### src/rtl/dlfloat_mac_sequencer.sv
// dlfloat_mac_sequencer
//   Byte-serial command sequencer for the DLFloat16 multiply-accumulate
//   datapath. A header byte gives the pair count and an optional
//   accumulator clear. Each operand pair arrives as four bytes, LSB first:
//   a[7:0], a[15:8], b[7:0], b[15:8]. The sequencer issues one accumulate
//   strobe per pair and waits out the MAC pipeline latency. It then returns
//   the captured accumulator MSB-first on a valid/ready byte stream.
//
// Parameters
//   MAC_LAT  cycles from a mac_en cycle until acc_in reflects it (>= 1)
//   LEN_W    width of the pair-count field (up to 2^LEN_W pairs)
//
// Ports
//   clk, rst              clock; asynchronous active-high reset
//   in_byte/valid/ready   command and operand byte stream
//   mac_a, mac_b, mac_en  operand pair and one-cycle accumulate strobe
//   mac_clr               one-cycle accumulator clear
//   acc_in                accumulator value returned by the MAC
//   out_byte/valid/ready  result byte stream, MSB first
//   busy                  state is not IDLE
//   done                  one-cycle pulse after the result LSB is taken
//   nan_flag              captured result was 16'hFFFF
module dlfloat_mac_sequencer #(
    parameter int unsigned MAC_LAT = 2,
    parameter int unsigned LEN_W   = 4
) (
    input  logic        clk,
    input  logic        rst,
    input  logic [7:0]  in_byte,
    input  logic        in_valid,
    output logic        in_ready,
    output logic [15:0] mac_a,
    output logic [15:0] mac_b,
    output logic        mac_en,
    output logic        mac_clr,
    input  logic [15:0] acc_in,
    output logic [7:0]  out_byte,
    output logic        out_valid,
    input  logic        out_ready,
    output logic        busy,
    output logic        done,
    output logic        nan_flag
);

    localparam int unsigned DRAIN_W = $clog2(MAC_LAT + 1);

    typedef enum logic [2:0] {
        S_IDLE,
        S_LOAD,
        S_ISSUE,
        S_DRAIN,
        S_SEND_MSB,
        S_SEND_LSB
    } state_t;

    state_t             state;
    logic [LEN_W-1:0]   pair_cnt;
    logic [1:0]         byte_cnt;
    logic [DRAIN_W-1:0] drain_cnt;
    logic [15:0]        stage_a;
    logic [15:0]        stage_b;
    logic [15:0]        result;

    logic in_xfer;
    logic out_xfer;

    // Handshake qualifiers; both ready/valid sides are registered.
    assign in_xfer  = in_valid && in_ready;
    assign out_xfer = out_valid && out_ready;

    // Sequencer FSM with all outputs registered.
    always_ff @(posedge clk or posedge rst) begin
        if (rst) begin
            state     <= S_IDLE;
            pair_cnt  <= '0;
            byte_cnt  <= '0;
            drain_cnt <= '0;
            stage_a   <= '0;
            stage_b   <= '0;
            result    <= '0;
            mac_a     <= '0;
            mac_b     <= '0;
            mac_en    <= 1'b0;
            mac_clr   <= 1'b0;
            in_ready  <= 1'b0;
            out_byte  <= '0;
            out_valid <= 1'b0;
            busy      <= 1'b0;
            done      <= 1'b0;
            nan_flag  <= 1'b0;
        end else begin
            // Strobes are single-cycle unless re-asserted below.
            mac_en  <= 1'b0;
            mac_clr <= 1'b0;
            done    <= 1'b0;

            unique case (state)
                S_IDLE: begin
                    in_ready <= 1'b1;
                    if (in_xfer) begin
                        pair_cnt <= in_byte[LEN_W-1:0];
                        byte_cnt <= '0;
                        mac_clr  <= in_byte[7];
                        busy     <= 1'b1;
                        state    <= S_LOAD;
                    end
                end

                S_LOAD: begin
                    if (in_xfer) begin
                        byte_cnt <= byte_cnt + 2'd1;
                        unique case (byte_cnt)
                            2'd0: stage_a[7:0]  <= in_byte;
                            2'd1: stage_a[15:8] <= in_byte;
                            2'd2: stage_b[7:0]  <= in_byte;
                            default: begin
                                // Last byte completes the pair; bypass it
                                // straight into mac_b.
                                stage_b[15:8] <= in_byte;
                                mac_a         <= stage_a;
                                mac_b         <= {in_byte, stage_b[7:0]};
                                mac_en        <= 1'b1;
                                in_ready      <= 1'b0;
                                state         <= S_ISSUE;
                            end
                        endcase
                    end
                end

                S_ISSUE: begin
                    if (pair_cnt == '0) begin
                        drain_cnt <= DRAIN_W'(MAC_LAT);
                        state     <= S_DRAIN;
                    end else begin
                        pair_cnt <= pair_cnt - LEN_W'(1);
                        in_ready <= 1'b1;
                        state    <= S_LOAD;
                    end
                end

                S_DRAIN: begin
                    drain_cnt <= drain_cnt - DRAIN_W'(1);
                    // Capture on the edge where the count reaches zero, so
                    // out_valid follows the last mac_en by MAC_LAT+1 cycles.
                    if (drain_cnt == DRAIN_W'(1)) begin
                        result    <= acc_in;
                        nan_flag  <= (acc_in == 16'hFFFF);
                        out_byte  <= acc_in[15:8];
                        out_valid <= 1'b1;
                        state     <= S_SEND_MSB;
                    end
                end

                S_SEND_MSB: begin
                    if (out_xfer) begin
                        out_byte <= result[7:0];
                        state    <= S_SEND_LSB;
                    end
                end

                S_SEND_LSB: begin
                    if (out_xfer) begin
                        out_valid <= 1'b0;
                        out_byte  <= '0;
                        done      <= 1'b1;
                        nan_flag  <= 1'b0;
                        busy      <= 1'b0;
                        in_ready  <= 1'b1;
                        state     <= S_IDLE;
                    end
                end

                default: begin
                    state <= S_IDLE;
                end
            endcase
        end
    end

endmodule

### config.mk
export PLATFORM = sky130hd
export DESIGN_NAME = dlfloat_mac_sequencer
export DESIGN_NICKNAME = d
export VERILOG_FILES = /design/src/rtl/dlfloat_mac_sequencer.sv
export SDC_FILE = /design/constraint.sdc
export NUM_CORES = 1
export LEC_CHECK = 0
export ABC_AREA = 1
export CORE_ASPECT_RATIO = 0.7
export CORE_MARGIN = 2
export CORE_UTILIZATION = 50
export CTS_CLUSTER_SIZE = 28
export DETAILED_ROUTE_END_ITERATION = 8
export PLACE_DENSITY = 0.76
export SETUP_SLACK_MARGIN = 0.5
export SLEW_MARGIN = 20
export SYNTH_ARGS = -nofsm -noshare
export SYNTH_HDL_FRONTEND = slang
export SYNTH_SLANG_ARGS = --single-unit
### constraint.sdc
create_clock -name clk -period 4.4 [get_ports clk]
set_clock_uncertainty 0.1 [all_clocks]
set_input_delay 0.66 -clock clk [delete_from_list [all_inputs] [get_ports clk]]
set_output_delay 0.66 -clock clk [all_outputs]
set_load 0.005 [all_outputs]
==> metrics.log, run 1 <==
INFO  metric result_of_the_run = finished clean
INFO  metric critPathLaunch = in_valid
INFO  metric synth.net_count = 481
INFO  metric initial_utilization = 52.72%
INFO  metric cts_tree = done
INFO  metric finalCriticalPeriod = 2293 ps
INFO  metric totalNegativeSetupSlack = 0 ps
INFO  metric placeableCoreArea = 0.007450 mm2
INFO  metric place.gp.congestion = 0.9078
INFO  metric first_pass_iters = 5
INFO  metric clk_path_buf_depth = 2
INFO  metric most-common-layout-cells = 182 x nand2_1, 90 x dfrtp_1, 74 x clkdlybuf4s50_1
INFO  metric r2r-start = state[1]
INFO  metric area_growth_syn_to_layout = 25.29%
INFO  metric boundaryPins = 75
INFO  metric grt_max_degree = 50
INFO  metric antenna_found_initial = 0
INFO  metric syn-cell-area = 0.003928 mm2
INFO  metric cellLeakagePower = 0.002541 uW
INFO  metric hold_end = mac_a[0]
INFO  metric finalHoldViolCount = 0
INFO  metric floorplan.die_area = 0.008591 mm2
INFO  metric post_synthesis_instance_total = 447
INFO  metric route.detailed.vias_per_inst = 5.204
INFO  metric crit_end_element = flop
INFO  metric use_met2 = 31.60%
INFO  metric cts.reportedPaths.clkPinSlew = 90 ps
INFO  metric io_buffer_count = 74
INFO  metric cap_violations = 0
INFO  metric grt_pass1_vias = 3076
INFO  metric post_synth_cell_types = 23
INFO  metric critPathLaunchType = input port
INFO  metric maximum_clock_frequency = 436.2 MHz
INFO  metric rrSetupSlack = 2350 ps
INFO  metric grt_util_met3 = 5.399%
INFO  metric crit-reg2reg-capture = mac_a[13]
INFO  metric cts-htree-levels = 3
INFO  metric rsz_0062_raised_after_global_routing = no
INFO  metric dr.first_iter.drc_count = 248
INFO  metric worst_hold_path.num_cells = 2
INFO  metric report.final.setup_viol = 0
INFO  metric clkLatencyLatePin = 360 ps
INFO  metric finalCritPeriodShare = 52.11%
INFO  metric synth.yosys.seq_area_share = 57.34%
INFO  metric post_cts_resized = 0
INFO  metric hold_start = stage_a[0]
INFO  metric cts.repair_timing.setup_buffer_count = 0
INFO  metric yosys_register_bits = 90
INFO  metric holdCritPathClass = reg -> reg
INFO  metric clock_sinks = 90
INFO  metric grt-ovfl-total = 0
INFO  metric num_vias = 3242
INFO  metric timing.hold.ws = 376.1 ps
INFO  metric tritoncts.num_buffers = 9
INFO  metric grt-busiest-layer = met1
INFO  metric final_util = 66.06%
INFO  metric r2r.worst_path.cells = 7
INFO  metric global_route.usage.total = 22.70%
INFO  metric final_layout_size_suffix_gt1_share = 7.429%
INFO  metric fill_cells = 620
INFO  metric totalWireLength = 8935 um
INFO  metric met1_routing_resource_usage_after_global_routing = 34.90%
INFO  metric max-vdd-ir-drop = 0.0003413 V
INFO  metric drcViolationCount = 0
INFO  metric synth_area_per_inst = 8.786 um2
INFO  metric timing.critical_path.arrival = 2440 ps
INFO  metric route.antenna.remaining_nets = 0
INFO  metric timing_worst_setup_path_type = in -> reg
INFO  metric clk_root_buffer_cell = clkbuf_8
INFO  metric synth.yosys.warnings = 0
INFO  metric tightest_slew = 698.6 ps
INFO  metric antenna-diode-count = 0
INFO  metric num_rows = 26
INFO  metric cp.required = 4550 ps
INFO  metric die_span_y = 78.15 um
INFO  metric final_max_slew_viol_count = 0
INFO  metric post_cts_hold_buffer_count = 0
INFO  metric place_hpwl = 6363 um
INFO  metric critical_path.max_fanout = 41
INFO  metric wire_length_of_the_first_global_routing_pass = 14890 um
INFO  metric power_per_cell_area = 639.5 mW/mm2
INFO  metric max_slew_margin = 53.25%
INFO  metric route.detailed.wl_per_inst = 14.34 um
INFO  metric die_width = 109.9 um
INFO  metric final_common_cell = nand2_1
INFO  metric final_stage_net_count = 555
stage by stage:
stage | cell area (um2) | total power (uW) | worst slack [ps] | instances
6_report | 4921 | 3147 | 2107 | 623
5_1_grt | 4921 | 3387 | 1958 | 623
4_1_cts | 4921 | 3163 | 2107 | 623
3_5_place_dp | 4696 | 2522 | 1725 | 608
3_3_place_gp | 4696 | 2471 | 1818 | 608
2_1_floorplan | 3928 | 2035 | 1305 | 447
power by group:
group,switching [uW],internal [uW]
sequential,216,1160
combinational,611,526
clock,285,349
total,1110,2040
sequential cells by signal (all words and copies together), names as in the netlist, 2 cells and up:
name and flops:
byte_cnt 2, pair_cnt 4, stage_a 16, stage_b 8
result 8, out_byte 8, mac_a 16, drain_cnt 2
mac_b 16, state 3
worst max-delay path by stage:
stage / end / slack [ps]
floorplan: busy / 1300
global placement: mac_b[3] / 1820
detailed placement: mac_a[13] / 1720
CTS: mac_a[13] / 2110
global route: mac_a[13] / 1960
finish: mac_a[13] / 2110
per-layer routing:
layer,wire (um),share of wire (%)
met5,0,0
met1,4387,49
met2,3819,43
met3,581,6.5
met4,147,1.6
kinds of logic after synthesis:
family / after synthesis / share of synthesized area (%)
DFF: 90 / 57.34
buffers and inverters: 47 / 6.117
adders and majority gates: 6 / 1.911
and+or+nand+nor: 249 / 27.62
AOI/OAI and AO/OA: 55 / 7.008
area by class of cell:
cell class	count	area (um2)	share of cell area, %
clock buffers	11	151.4	3.077
clock inverters	4	73.82	1.500
inverters	34	130.1	2.644
multi-input cells	310	1435	29.16
flip-flops and latches	90	2252	45.77
well taps	98	122.6	2.492
repair buffers	76	755.7	15.36
synth_stat cells:
cell / number / share of area [%]
a21oi_1: 3 / 0.38
nand3_1: 30 / 3.8
nand2_2: 6 / 0.96
nand2_4: 6 / 1.7
o21ai_1: 8 / 1.0
nor3_2: 1 / 0.25
nand4_1: 1 / 0.16
nor2_1: 14 / 1.3
dfrtp_1: 90 / 57
nor2_2: 2 / 0.32
inv_2: 2 / 0.19
buf_2: 5 / 0.64
clkinv_2: 1 / 0.13
ha_1: 6 / 1.9
nand2_1: 182 / 17
nor2_4: 2 / 0.57
nor3_1: 3 / 0.38
nor2_8: 1 / 0.51
inv_1: 31 / 3.0
o21ai_0: 44 / 5.6
buf_6: 7 / 2.0
nand3b_1: 1 / 0.19
buf_4: 1 / 0.19
critical path: stages:
cell and delay, ps:
clkdlybuf4s50_1 430, nand2_1 210, nor2_8 100, nand2_4 340, clkinv_2 430, nand2_1 180
nand2_1 70
Power figures use the tool's default switching activity.
==> run 2: changes to the inputs <==
--- a/config.mk
+++ b/config.mk
@@ -8,10 +8,10 @@
 export ABC_AREA = 1
 export CORE_ASPECT_RATIO = 0.7
 export CORE_MARGIN = 2
-export CORE_UTILIZATION = 50
+export CORE_UTILIZATION = 47
 export CTS_CLUSTER_SIZE = 28
 export DETAILED_ROUTE_END_ITERATION = 8
-export PLACE_DENSITY = 0.76
+export PLACE_DENSITY = 0.75
 export SETUP_SLACK_MARGIN = 0.5
 export SLEW_MARGIN = 20
 export SYNTH_ARGS = -nofsm -noshare
==> constraint.sdc (replaced) <==
create_clock -name clk -period 2 [get_ports clk]
set_clock_uncertainty 0.1 [all_clocks]
set_input_delay 0.3 -clock clk [delete_from_list [all_inputs] [get_ports clk]]
set_output_delay 0.3 -clock clk [all_outputs]
set_load 0.005 [all_outputs]
==> run 2 against run 1 <==
The run now ends with design-rule violations left. Critical path depth unchanged. Count of clock-buffer cells in the layout down 1. Via count up 8.8%. Combinational power rose to 2.8 times the previous value. Clock power rose to 2.5 times the previous value. Total power up 150%. Sequential power up 120%. Highest routed layer unchanged.
==> metrics.log, run 2 (synthesis results as in run 1) <==
INFO  metric report.final.setup_viol = 0 (unchanged)
INFO  metric maximum_clock_frequency = 639.4 MHz
INFO  metric max-vdd-ir-drop = 0.0006470 V (was 0.0003413 V)
INFO  metric finalCriticalPeriod = 1564 ps
INFO  metric timing.critical_path.slowest_cell_delay = 470 ps (was 430 ps)
INFO  metric most-common-layout-cells = 166 x nand2_1, 87 x dfrtp_1, 47 x dlygate4sd2_1 (was 182 x nand2_1, 90 x dfrtp_1, 74 x clkdlybuf4s50_1)
INFO  metric rsz_0062_raised_after_global_routing = yes (was no)
INFO  metric placed_cell_area = 0.004737 mm2 (was 0.004696 mm2)
INFO  metric grt-ovfl-total = 0 (unchanged)
INFO  metric area_growth_syn_to_layout = 41.41% (was 25.29%)
INFO  metric power_per_cell_area = 1411 mW/mm2 (was 639.5 mW/mm2)
INFO  metric timing_worst_setup_path_type = reg -> reg (was in -> reg)
INFO  metric cts_tree = done (unchanged)
INFO  metric final_stage_net_count = 594 (was 555)
INFO  metric grt_pass1_vias = 3247 (was 3076)
INFO  metric timing.critical_path.mode_cell = nand2_4 (was nand2_1)
INFO  metric crit_end_element = flop (unchanged)
INFO  metric slowest_stage = dfrtp_2 (was clkdlybuf4s50_1)
INFO  metric result_of_the_run = finished with violations (was finished clean)
INFO  metric multiInputGateArea = 0.001669 mm2 (was 0.001435 mm2)
INFO  metric register_area = 0.002256 mm2 (was 0.002252 mm2)
INFO  metric critical_path.max_fanout = 8 (was 41)
INFO  metric critPathLaunchType = flop (was input port)
INFO  metric final_common_cell = nand2_1 (unchanged)
INFO  metric tightest_slew = 478.5 ps (was 698.6 ps)
INFO  metric clock_sinks = 90 (unchanged)
INFO  metric clkLatencyLatePin = 340 ps (was 360 ps)
INFO  metric postLayoutCellArea = 0.005554 mm2 (was 0.004921 mm2)
INFO  metric boundaryPins = 75 (unchanged)
INFO  metric cts-htree-levels = 3 (unchanged)
INFO  metric floorplan.die_area = 0.009115 mm2 (was 0.008591 mm2)
INFO  metric critical_path.cell_chain = nor2_4 -> nand2_4 -> nor2_8 -> buf_12 -> nand2_4 -> nand2_1 -> o21ai_0 (was clkdlybuf4s50_1 -> nand2_1 -> nor2_8 -> nand2_4 -> clkinv_2 -> nand2_1 -> nand2_1)
INFO  metric place_hpwl = 6298 um (was 6363 um)
INFO  metric r2r-start = state[2] (was state[1])
INFO  metric finalCritPeriodShare = 78.20%
INFO  metric post-route-worst-setup-slack = 436.0 ps (was 2107 ps)
INFO  metric first_pass_iters = 7 (was 5)
INFO  metric critical_path_buf_inv_count = 1 (was 2)
INFO  metric pre_cts_setup_slack = 73.37 ps (was 1725 ps)
INFO  metric cts.reportedPaths.clkPinSlew = 60 ps (was 90 ps)
INFO  metric num_rows = 27 (was 26)
INFO  metric global_route.usage.total = 22.20% (was 22.70%)
INFO  metric violated_checks = design-rule violations
INFO  metric clk_root_buffer_cell = clkbuf_16 (was clkbuf_8)
INFO  metric dr.first_iter.drc_count = 337 (was 248)
INFO  metric tritoncts.num_buffers = 9 (unchanged)
INFO  metric cellLeakagePower = 0.002960 uW (was 0.002541 uW)
INFO  metric die_span_y = 80.48 um (was 78.15 um)
INFO  metric drcViolationCount = 1 (was 0)
INFO  metric finalHoldViolCount = 0 (unchanged)
INFO  metric die_width = 113.3 um (was 109.9 um)
INFO  metric cap_violations = 0 (unchanged)
INFO  metric route.antenna.remaining_nets = 0 (unchanged)
INFO  metric num_vias = 3527 (was 3242)
INFO  metric initial_utilization = 49.26% (was 52.72%)
INFO  metric holdCritPathClass = in -> async (was reg -> reg)
INFO  metric grt_max_degree = 91 (was 50)
INFO  metric cp.required = 2110 ps (was 4550 ps)
INFO  metric io_buffer_count = 74 (unchanged)
INFO  metric placeableCoreArea = 0.007973 mm2 (was 0.007450 mm2)
INFO  metric timing.critical_path.arrival = 1670 ps (was 2440 ps)
INFO  metric largest_registers = mac_a: 16 flops, mac_b: 16 flops, stage_a: 16 flops (unchanged)
INFO  metric final_layout_size_suffix_gt1_share = 19.65% (was 7.429%)
INFO  metric critPathLaunch = state[2] (was in_valid)
INFO  metric fill_cells = 573 (was 620)
INFO  metric critical_path_s_top_delay_family = simple AND/OR/NAND/NOR gates (unchanged)
INFO  metric final_max_slew_viol_count = 0 (unchanged)
INFO  metric place.gp.congestion = 0.8444 (was 0.9078)
INFO  metric antenna_found_initial = 0 (unchanged)
INFO  metric totalWireLength = 10810 um (was 8935 um)
INFO  metric totalNegativeSetupSlack = 0 ps (unchanged)
INFO  metric route.detailed.vias_per_inst = 5.296 (was 5.204)
INFO  metric clk_path_buf_depth = 2 (unchanged)
INFO  metric route.detailed.wl_per_inst = 16.23 um (was 14.34 um)
INFO  metric wire_length_of_the_first_global_routing_pass = 15700 um (was 14890 um)
INFO  metric antenna-diode-count = 0 (unchanged)
INFO  metric max_slew_margin = 68.10% (was 53.25%)
INFO  metric post_cts_hold_buffer_count = 0 (unchanged)
-- run 2: cell count changes in the layout (fill, tap and decap cells not counted), sizes merged --
cell and change:
dlygate4sd2 +47, clkbuf +1, nand2 +3, inv -1, buf +32, bufinv -2
clkinvlp +4, clkdlybuf4s50 -47, clkdlybuf4s15 +1, clkinv +2
-- run 2: repair_timing --
| action | 4_1_cts | 5_1_grt |
|---|---|---|
| setup buffers | 18 | 11 |
| gates resized for setup | 66 | 65 |
| endpoints found under the setup margin | 126 | 67 |
| cloned | 0 | 7 |
| pin swaps | 2 | 13 |
-- run 2: report_power, final --
group	total (uW)	internal (uW)	leakage [uW]	switching (uW)
registers	3100	2560	0.00115	539
logic	3150	1390	0.00167	1760
clock network	1590	876	0.000134	712
-- run 2: area by class of cell --
type                       count  share of cell area, %
sequential                    90                  40.62
multi-input combinational    313                  30.05
timing repair buffer         111                  19.08
clock buffer                  10                  4.303
inverter                      34                  2.793
tap                          101                  2.275
clock inverter                 6                 0.7659
timing repair inverter         1                 0.1126
-- run 2: worst paths after layout --
kind / end / slack, ps / cells past startpoint
setup / recovery: stage_b[5] / 440 / 7
hold / removal: pair_cnt[2] / 340 / 3
setup reg to reg: stage_b[5] / 440 / 7
hold reg to reg: out_byte[6] / 360 / 2
max in group asynchronous: stage_a[12] / 1080 / 3
min in group clk: out_byte[6] / 360 / 2
-- run 2: worst min-delay path, stage by stage --
cell and delay [ps]:
clkdlybuf4s50_1 440, clkinvlp_4 100, buf_12 370
-- run 2: routing by layer --
layer  routed length [um]  vias up  global-route usage (%)
met2                 5038      141                   33.77
li1                     -     1645                       -
met1                 4818     1724                   31.37
met3                  754       17                   6.264
met5                    0        -                       0
met4                  201        0                   6.098
-- run 2: stage by stage --
step	util (%)	total power, uW	cells	hold slack, ps
after floorplan	-	4478	447	342.2
after global placement	59.42	5467	614	349.4
after detailed placement	59.42	5576	614	361.3
after CTS	64.89	7247	648	372.1
after global routing	69.66	8354	666	392.1
final	69.66	7837	666	344.2
==> run 3: changes to the inputs <==
--- a/config.mk
+++ b/config.mk
@@ -8,10 +8,10 @@
 export ABC_AREA = 1
 export CORE_ASPECT_RATIO = 0.7
 export CORE_MARGIN = 2
-export CORE_UTILIZATION = 47
+export CORE_UTILIZATION = 50
 export CTS_CLUSTER_SIZE = 28
 export DETAILED_ROUTE_END_ITERATION = 8
-export PLACE_DENSITY = 0.75
+export PLACE_DENSITY = 0.76
 export SETUP_SLACK_MARGIN = 0.5
 export SLEW_MARGIN = 20
 export SYNTH_ARGS = -nofsm -noshare
==> constraint.sdc (replaced) <==
create_clock -name clk -period 1.55 [get_ports clk]
set_clock_uncertainty 0.1 [all_clocks]
set_input_delay 0.2325 -clock clk [delete_from_list [all_inputs] [get_ports clk]]
set_output_delay 0.2325 -clock clk [all_outputs]
set_load 0.005 [all_outputs]
==> run 3 against run 2 <==
Count of clock-buffer cells in the layout is 1 lower. Wire length up 18%. Critical path depth grew 1. Sequential power grew 31%. The flow now finishes without violations. Largest cell class unchanged. Flip-flop and latch count is the same. Setup slack lost 420 ps.
==> metrics.log, run 3 (synthesis results as in run 1) <==
INFO  metric result_of_the_run = finished clean (was finished with violations)
INFO  metric place_hpwl = 6542 um (was 6298 um)
INFO  metric die_span_y = 78.15 um (was 80.48 um)
INFO  metric tritoncts.num_buffers = 9 (unchanged)
INFO  metric dr.first_iter.drc_count = 339 (was 337)
INFO  metric postLayoutCellArea = 0.005821 mm2 (was 0.005554 mm2)
INFO  metric timing_worst_setup_path_type = reg -> reg (unchanged)
INFO  metric report.final.setup_viol = 0 (unchanged)
INFO  metric largest_registers = mac_a: 16 flops, mac_b: 16 flops, stage_a: 16 flops (unchanged)
INFO  metric num_vias = 3853 (was 3527)
INFO  metric area_growth_syn_to_layout = 48.20% (was 41.41%)
INFO  metric clock_sinks = 90 (unchanged)
INFO  metric final_max_slew_viol_count = 0 (unchanged)
INFO  metric r2r-start = state[0] (was state[2])
INFO  metric final_layout_size_suffix_gt1_share = 40.33% (was 19.65%)
INFO  metric cts_tree = done (unchanged)
INFO  metric clkLatencyLatePin = 370 ps (was 340 ps)
INFO  metric maximum_clock_frequency = 653.2 MHz (was 639.4 MHz)
INFO  metric grt_util_met3 = 6.312% (was 6.264%)
INFO  metric final_util = 78.13% (was 69.66%)
INFO  metric initial_utilization = 52.72% (was 49.26%)
INFO  metric drcViolationCount = 0 (was 1)
INFO  metric clk_root_buffer_cell = clkbuf_8 (was clkbuf_16)
INFO  metric first_pass_iters = 5 (was 7)
INFO  metric use_met2 = 38.10% (was 33.77%)
INFO  metric place.gp.congestion = 0.8781 (was 0.8444)
INFO  metric route.detailed.vias_per_inst = 5.520 (was 5.296)
INFO  metric cts.reportedPaths.clkPinSlew = 100 ps (was 60 ps)
INFO  metric holdCritPathClass = in -> async (unchanged)
INFO  metric num_rows = 26 (was 27)
INFO  metric route.antenna.remaining_nets = 0 (unchanged)
INFO  metric grt_max_degree = 35 (was 91)
INFO  metric finalCritPeriodShare = 98.76% (was 78.20%)
INFO  metric floorplan.die_area = 0.008591 mm2 (was 0.009115 mm2)
INFO  metric route.detailed.wl_per_inst = 18.36 um (was 16.23 um)
INFO  metric timing.critical_path.arrival = 1690 ps (was 1670 ps)
INFO  metric most-common-layout-cells = 138 x nand2_1, 87 x dfrtp_1, 53 x buf_4 (was 166 x nand2_1, 87 x dfrtp_1, 47 x dlygate4sd2_1)
INFO  metric power_per_cell_area = 1859 mW/mm2 (was 1411 mW/mm2)
INFO  metric wire_length_of_the_first_global_routing_pass = 16390 um (was 15700 um)
INFO  metric cts-htree-levels = 3 (unchanged)
INFO  metric critPathLaunchType = flop (unchanged)
INFO  metric cellLeakagePower = 0.003102 uW (was 0.002960 uW)
INFO  metric die_width = 109.9 um (was 113.3 um)
INFO  metric critPathLaunch = state[0] (was state[2])
INFO  metric io_buffer_count = 74 (unchanged)
INFO  metric grt_pass1_vias = 3424 (was 3247)
INFO  metric critical_path.max_fanout = 6 (was 8)
INFO  metric grt-ovfl-total = 0 (unchanged)
INFO  metric antenna-diode-count = 0 (unchanged)
INFO  metric finalHoldViolCount = 0 (unchanged)
INFO  metric crit_end_element = flop (unchanged)
INFO  metric rsz_0062_raised_after_global_routing = yes (unchanged)
INFO  metric max-vdd-ir-drop = 0.001092 V (was 0.0006470 V)
INFO  metric placed_cell_area = 0.004933 mm2 (was 0.004737 mm2)
INFO  metric grt-busiest-layer = met2 (unchanged)
INFO  metric final_common_cell = nand2_1 (unchanged)
INFO  metric met1_routing_resource_usage_after_global_routing = 35.14% (was 31.37%)
INFO  metric final_stage_net_count = 629 (was 594)
INFO  metric antenna_found_initial = 0 (unchanged)
INFO  metric global_route.usage.total = 24.91% (was 22.20%)
INFO  metric clk_path_buf_depth = 2 (unchanged)
INFO  metric finalCriticalPeriod = 1531 ps (was 1564 ps)
INFO  metric tightest_slew = 356.9 ps (was 478.5 ps)
INFO  metric cap_violations = 0 (unchanged)
INFO  metric cp.required = 1710 ps (was 2110 ps)
INFO  metric placeableCoreArea = 0.007450 mm2 (was 0.007973 mm2)
INFO  metric max_slew_margin = 76.16% (was 68.10%)
INFO  metric totalWireLength = 12810 um (was 10810 um)
INFO  metric boundaryPins = 75 (unchanged)
## run 3: timing repair
| item | CTS | global route |
|---|---|---|
| gates resized for setup | 228 | 90 |
| buffers inserted | 24 | 23 |
| hold buffers | 0 | 0 |
| setup endpoints to repair | 137 | 137 |
| pin swaps | 2 | 31 |
| hold endpoints to repair | 0 | 0 |
| gates cloned | 3 | 5 |
## run 3: report_power, final
part / internal, uW / total [uW] / switching, uW / leakage [uW]
Sequential: 3300 / 4060 / 759 / 0.00115
Clock: 778 / 1710 / 928 / 0.000107
Combinational: 2280 / 5060 / 2780 / 0.00184
Total: 6360 / 10800 / 4460 / 0.00310
## run 3: routing by layer
layer,wire [um],vias up,share of wire (%)
met3,981,48,7.7
met5,0,-,0
li1,-,1716,-
met2,6210,210,48
met1,5274,1879,41
met4,346,0,2.7
## run 3: cell type report
class / instances / area (um2)
inverter: 34 / 146.4
clock inverter: 7 / 81.33
clock buffer: 9 / 123.9
tap: 98 / 122.6
sequential: 90 / 2256
fill: 470 / 1629
timing repair buffer: 146 / 1209
multi-input combinational: 314 / 1882
## run 3: per-stage QoR
| stage | worst slack (ps) | hold WS [ps] | total power [uW] | setup TNS, ps | std cells |
|---|---|---|---|---|---|
| 2_1_floorplan | 126.5 | 277.8 | 5832 | 0 | 447 |
| 3_3_place_gp | -154.6 | 353.9 | 7290 | -6564 | 627 |
| 3_5_place_dp | -185.7 | 354.7 | 7428 | -8298 | 627 |
| 4_1_cts | 99.14 | 93.09 | 9437 | 0 | 670 |
| 5_1_grt | -27.34 | 98.15 | 11400 | -92.68 | 698 |
| 6_report | 19.19 | 83.65 | 10820 | 0 | 698 |
## run 3: worst paths after layout
path | to | slack (ps) | cells past startpoint
max reg2reg | state[1] | 20 | 8
min | mac_b[3] | 80 | 2
min in group clk | result[0] | 340 | 3
max | state[1] | 20 | 8
min reg2reg | out_byte[4] | 390 | 2
max in group asynchronous | state[2] | 780 | 3
## run 3: critical path: stages, from the launching register on
cell and delay (ps):
dfrtp_2 490, nand2_2 110, nor2_4 190, nand2_2 110
nand2_4 100, buf_4 140, nor2_4 40, nand2_2 70
nand2_1 60
